<file path="src/rtl/esfa_pkg.sv">
// esfa_pkg: shared ESFA field width, operation bundle, arbiter states and idle selector
package esfa_pkg;
  localparam int ESFA_FIELD_W = 8;
  localparam logic [ESFA_FIELD_W-1:0] ESFA_IDLE_SEL = 8'h00;
  typedef struct packed {
    logic [ESFA_FIELD_W-1:0] handle;
    logic [ESFA_FIELD_W-1:0] index;
    logic [ESFA_FIELD_W-1:0] value;
    logic [ESFA_FIELD_W-1:0] selector;
  } esfa_op_t;
  typedef enum logic [1:0] {IDLE, EXEC, RESP} arb_state_t;
endpackage

</file>
<file path="src/rtl/esfa_rr_picker.sv">
// esfa_rr_picker: combinational round-robin pick, search starts just after the last grant
module esfa_rr_picker #(
  parameter int N = 2,
  parameter int IW = $clog2(N)
) (
  input  logic [N-1:0]  req,
  input  logic [IW-1:0] ptr,
  output logic [N-1:0]  grant,
  output logic [IW-1:0] idx
);
  logic          found;
  logic [IW-1:0] j;
  // scan ptr+1 .. ptr+N with wrap; the first requester seen wins
  always_comb begin
    grant = '0;
    idx = '0;
    found = 1'b0;
    j = '0;
    for (int k = 1; k <= N; k++) begin
      j = IW'((int'(ptr) + k) % N);
      if (!found && req[j]) begin
        grant[j] = 1'b1;
        idx = j;
        found = 1'b1;
      end
    end
  end
endmodule

</file>
<file path="src/rtl/esfa_op_arbiter.sv">
// esfa_op_arbiter: round-robin sharing of one ESFA datapath; ESFA_ARB_STATS_EN builds grant counters
module esfa_op_arbiter
  import esfa_pkg::*;
#(
  parameter int NUM_REQ = 2,
  parameter int OP_CYCLES = 2,
  parameter logic [ESFA_FIELD_W-1:0] IDLE_SEL = ESFA_IDLE_SEL
) (
  input  logic                    clk,
  input  logic                    reset,
  input  logic [NUM_REQ-1:0]      req_valid,
  output logic [NUM_REQ-1:0]      req_ready,
  input  logic [8*NUM_REQ-1:0]    req_handle,
  input  logic [8*NUM_REQ-1:0]    req_index,
  input  logic [8*NUM_REQ-1:0]    req_value,
  input  logic [8*NUM_REQ-1:0]    req_selector,
  output logic [NUM_REQ-1:0]      resp_valid,
  output logic                    resp_bool,
  output logic [7:0]              resp_value,
  output logic [7:0]              esfa_handle,
  output logic [7:0]              esfa_index,
  output logic [7:0]              esfa_value,
  output logic [7:0]              esfa_selector,
  input  logic                    esfa_result_bool,
  input  logic [7:0]              esfa_result_value,
  output logic                    busy,
  output logic [16*NUM_REQ-1:0]   grant_count
);
  localparam int IW = $clog2(NUM_REQ);
  localparam esfa_op_t IDLE_OP = '{handle: '0, index: '0, value: '0, selector: IDLE_SEL};
  arb_state_t state, nxt;
  logic [3:0] cnt;
  logic [IW-1:0] ptr, win, pick;
  logic [NUM_REQ-1:0] grant;
  logic hs;
  esfa_op_t op, bus;
  esfa_rr_picker #(.N(NUM_REQ)) u_pick (.req(req_valid), .ptr(ptr), .grant(grant), .idx(pick));
  // accept the round-robin winner only while idle and out of reset; select its fields
  always_comb begin
    req_ready = (state == IDLE && reset) ? grant : '0;
    hs = |req_ready;
    op = '{handle: req_handle[{pick, 3'b000} +: 8], index: req_index[{pick, 3'b000} +: 8],
           value: req_value[{pick, 3'b000} +: 8], selector: req_selector[{pick, 3'b000} +: 8]};
    nxt = (state == IDLE) ? (hs ? EXEC : IDLE) : (state == EXEC) ? (cnt == '0 ? RESP : EXEC) : IDLE;
  end
  // state register
  always_ff @(posedge clk) state <= !reset ? IDLE : nxt;
  // bus hold, hold counter, pointer and result capture; the bus goes idle as the result is taken
  always_ff @(posedge clk) begin
    if (!reset) begin
      bus <= IDLE_OP;
      cnt <= '0;
      ptr <= IW'(NUM_REQ - 1);
      win <= '0;
      resp_valid <= '0;
      resp_bool <= 1'b0;
      resp_value <= '0;
    end else begin
      resp_valid <= '0;
      if (hs) begin
        bus <= op;
        cnt <= 4'(OP_CYCLES - 1);
        ptr <= pick;
        win <= pick;
      end else if (state == EXEC) begin
        cnt <= cnt - 4'd1;
        if (cnt == '0) begin
          bus <= IDLE_OP;
          resp_valid <= NUM_REQ'(1) << win;
          resp_bool <= esfa_result_bool;
          resp_value <= esfa_result_value;
        end
      end
    end
  end
  assign esfa_handle = bus.handle;
  assign esfa_index = bus.index;
  assign esfa_value = bus.value;
  assign esfa_selector = bus.selector;
  assign busy = state != IDLE;
`ifdef ESFA_ARB_STATS_EN
  for (genvar i = 0; i < NUM_REQ; i++) begin : g_stats
    logic [15:0] c;
    // saturating count of this requester's handshakes
    always_ff @(posedge clk)
      if (!reset) c <= '0;
      else if (hs && grant[i] && c != 16'hFFFF) c <= c + 16'd1;
    assign grant_count[16*i +: 16] = c;
  end
`else
  assign grant_count = '0;
`endif
endmodule
</file>
<file path="config.mk">
export PLATFORM = sky130hd
export DESIGN_NAME = esfa_op_arbiter
export DESIGN_NICKNAME = d
export VERILOG_FILES = /design/src/rtl/esfa_pkg.sv /design/src/rtl/esfa_rr_picker.sv /design/src/rtl/esfa_op_arbiter.sv
export SDC_FILE = /design/constraint.sdc
export NUM_CORES = 1
export LEC_CHECK = 0
export ABC_CLOCK_PERIOD_IN_PS = 2960
export CAP_MARGIN = 20
export CELL_PAD_IN_SITES_DETAIL_PLACEMENT = 0
export CELL_PAD_IN_SITES_GLOBAL_PLACEMENT = 1
export CORE_MARGIN = 5
export CORE_UTILIZATION = 27
export DETAILED_ROUTE_END_ITERATION = 10
export PLACE_DENSITY_LB_ADDON = 0.1
export SYNTH_ARGS = -nofsm -noshare
export SYNTH_HDL_FRONTEND = slang
export SYNTH_HIERARCHICAL = 1
export SYNTH_SLANG_ARGS = --single-unit
</file>
<file path="constraint.sdc">
create_clock -name clk -period 2.96 [get_ports clk]
set_input_delay 0.888 -clock clk [delete_from_list [all_inputs] [get_ports clk]]
set_output_delay 0.888 -clock clk [all_outputs]
set_load 0.01 [all_outputs]
</file>
==> load_flow_metrics.sql <==
INSERT INTO impl_metrics (metric_group, metric, value, unit) VALUES
('timing', 'final_critical_path_setup_slack', '0.0830', 'ns'),
('clock_network', 'cts_setup_buffers', '0', ''),
('floorplan', 'die_w', '111', 'µm'),
('route', 'drt-initial-drc-count', '69', ''),
('grt', 'track_usage', '13.2', '%'),
('grt', 'grt_pass1_wl', '13500', 'µm'),
('finish', 'seq_area', '0.00102', 'mm²'),
('logic_synthesis', 'synth-edff-count', '0', ''),
('clock_network', 'cts.sinks', '51', ''),
('clock_network', 'numCtsBuffers', '5', ''),
('timing', 'report.final.slew_viol_count', '0', ''),
('status', 'status', 'finished, final reports clean', ''),
('grt', 'grt.overflow.total', '0', ''),
('clock_network', 'tritoncts_clock_tree', 'done', ''),
('placed_design', 'detailedPlace.worstSlack', '-0.249', 'ns'),
('timing', 'post-route-min-period', '2.88', 'ns'),
('setup_path', 'path_max_fanout', '2', ''),
('logic_synthesis', 'synthTopCellsByArea', 'sky130_fd_sc_hd__dfxtp_1 37%, sky130_fd_sc_hd__mux2_2 13%, sky130_fd_sc_hd__buf_4 9.2%', ''),
('finish', 'syn_to_final_growth', '46.7', '%'),
('floorplan', 'num_rows', '37', ''),
('placed_design', 'detailed_place_hpwl', '5820', 'µm'),
('route', 'finalWirelength', '8590', 'µm'),
('grt', 'number_of_global_route_vias_before_repair', '2560', ''),
('route', 'routed_wire_length_per_instance', '15.5', 'µm'),
('logic_synthesis', 'post-synth-top-area-fraction', '36.7', '%'),
('grt', 'antenna_violations_before_repair', '0', ''),
('placed_design', 'gp_congestion', '0.690', ''),
('pwr', 'vdd.ir_drop.worst', '200', 'µV'),
('floorplan', 'start_util', '27.3', '%'),
('clock_network', 'cts-root-to-sink-buffers', '2', ''),
('hold_path', 'hp-class', 'reg -> reg', ''),
('placed_design', 'postPlaceCellArea', '0.00398', 'mm²'),
('logic_synthesis', 'synth-warning-count', '6', ''),
('logic_synthesis', 'postSynthCellCount', '311', ''),
('logic_synthesis', 'synthDistinctLibCells', '32', ''),
('clock_network', 'cts_hold_buffers', '0', ''),
('logic_synthesis', 'synth.ff_latch_count', '51', ''),
('logic_synthesis', 'post-synth-top-count-cell', 'sky130_fd_sc_hd__dfxtp_1', ''),
('logic_synthesis', 'syn_area_per_cell', '8.94', 'µm²'),
('timing', 'timing_hold_violations_final', '0', ''),
('route', 'detailroute.via_count', '2542', ''),
('floorplan', 'dieHeight', '111', 'µm'),
('timing', 'maxClockFrequency', '348', 'MHz'),
('logic_synthesis', 'most_used_flip_flop_cell_after_synthesis', 'sky130_fd_sc_hd__dfxtp_1', ''),
('route', 'vias_per_cell', '4.57', ''),
('finish', 'multi_input_comb_area', '0.00146', 'mm²'),
('setup_path', 'worstSetupEndpointType', 'primary output', ''),
('pwr', 'power', '1.85', 'mW'),
('logic_synthesis', 'synth_common_cells', '51 x sky130_fd_sc_hd__dfxtp_1, 34 x sky130_fd_sc_hd__buf_4, 33 x sky130_fd_sc_hd__a21oi_1', ''),
('timing', 'slew-limit-headroom', '34.1', '%'),
('floorplan', 'design.core.area', '0.0102', 'mm²'),
('pwr', 'static-leakage-power', '1.48', 'nW'),
('finish', 'finalInstanceArea', '0.00408', 'mm²'),
('setup_path', 'criticalPathCategory', 'in -> out', ''),
('clock_network', 'clk_pin_slew_worst_paths', '0.09', 'ns'),
('finish', 'final_core_utilization', '40.0', '%'),
('grt', 'grt_start_max_net_pins', '46', ''),
('timing', 'worst_clock_skew', '0.00486', 'ns'),
('route', 'drt.antenna.violating_nets', '0', ''),
('placed_design', 'dp_cells', '548', ''),
('timing', 'post-route-period-util', '97.2', '%'),
('clock_network', 'clock_insertion_delay_worst_skew', '0.30', 'ns'),
('logic_synthesis', 'ys_seq_area_share', '36.7', '%'),
('route', 'remaining_drc_errors', '0', ''),
('timing', 'setup_viol', '0', ''),
('setup_path', 'start_kind', 'input pin', ''),
('placed_design', 'placement.io_buffers', '122', ''),
('pwr', 'pwr_density_cell', '454', 'mW/mm²'),
('timing', 'rsz0062_at_grt', 'yes', ''),
('finish', 'layout-drive-gt1-share', '14.0', '%'),
('floorplan', 'top_level_ports', '155', '');
==> path summary, 6_finish.rpt <==
kind,start,end,slack [ns],depth (start not counted)
setup / recovery,req_valid[1],req_ready[1],0.08,5
hold / removal,win,resp_valid[0],0.43,1
setup reg to reg,ptr,esfa_value[0],0.80,6
hold reg to reg,win,resp_valid[0],0.43,1
==> sequential cells by signal, indices dropped and copies added, names as in the netlist, 2 cells and up <==
register and flops:
resp_valid 2, cnt 4, resp_value 8, state 2, esfa_index 8, esfa_handle 8, esfa_selector 8, esfa_value 8
==> per-stage QoR <==
step	hold slack (ns)	setup TNS, ns
after floorplan	0.401	0
after global placement	0.427	-4.45
after detailed placement	0.416	-5.61
after CTS	0.434	0
after global routing	0.457	-0.0187
final	0.433	0
==> repair_timing <==
action / 4_1_cts / 5_1_grt
resized for setup: 3 / 3
setup endpoints to repair: 2 / 14
pin swaps: 0 / 1
==> layer usage <==
layer  share of wire, %  up-vias  GRT usage [%]
met5                  0        -              0
met4               0.93        0           2.92
met3                7.5        7           4.35
met2                 46       95           21.0
met1                 46     1163           17.4
li1                   -     1277              -
==> cell usage in the layout (no fill, tap or decap), types with 2 or more instances in the layout <==
master and instances:
sky130_fd_sc_hd__a21boi_1 12, sky130_fd_sc_hd__a21oi_1 33, sky130_fd_sc_hd__buf_4 10, sky130_fd_sc_hd__clkbuf_8 7
sky130_fd_sc_hd__clkdlybuf4s50_1 119, sky130_fd_sc_hd__conb_1 32, sky130_fd_sc_hd__dfxtp_1 51, sky130_fd_sc_hd__inv_1 6
sky130_fd_sc_hd__mux2_2 32, sky130_fd_sc_hd__nand3_1 10, sky130_fd_sc_hd__nand3b_1 2, sky130_fd_sc_hd__nor2_1 4
sky130_fd_sc_hd__nor3_1 2, sky130_fd_sc_hd__nor4_1 2, sky130_fd_sc_hd__o21ai_0 32, sky130_fd_sc_hd__o21ai_1 11
sky130_fd_sc_hd__o31ai_1 32, sky130_fd_sc_hd__or3b_1 3
==> critical path: stages <==
cell,delay (ns)
sky130_fd_sc_hd__clkdlybuf4s50_1,0.47
sky130_fd_sc_hd__a21boi_1,0.20
sky130_fd_sc_hd__inv_1,0.06
sky130_fd_sc_hd__nor2_1,0.10
sky130_fd_sc_hd__dlygate4sd2_1,0.28
==> area by class of cell <==
cell class	count	share of cell area, %
Timing Repair Buffer	133	32.0
Multi-Input combinational cell	222	35.8
Tap cell	136	4.17
Sequential cell	51	25.0
Inverter	6	0.552
Clock buffer	8	2.45
==> logic make-up after synthesis <==
logic type,after synthesis,share of synthesized area (%)
AND/OR/NAND/NOR,30,6.26
AO/OA/AOI/OAI,125,27.0
flip-flops,51,36.7
adder cells (fa/ha/maj),1,0.450
XOR/XNOR,2,0.630
multiplexers,32,13.0
buffers and inverters,69,15.8
other,1,0.135
==> report_power, final <==
group          total, mW  internal [mW]  switching (mW)
Sequential         0.786          0.751          0.0351
Clock              0.445          0.214           0.231
Combinational      0.622          0.311           0.312
Power figures use the tool's default switching activity.
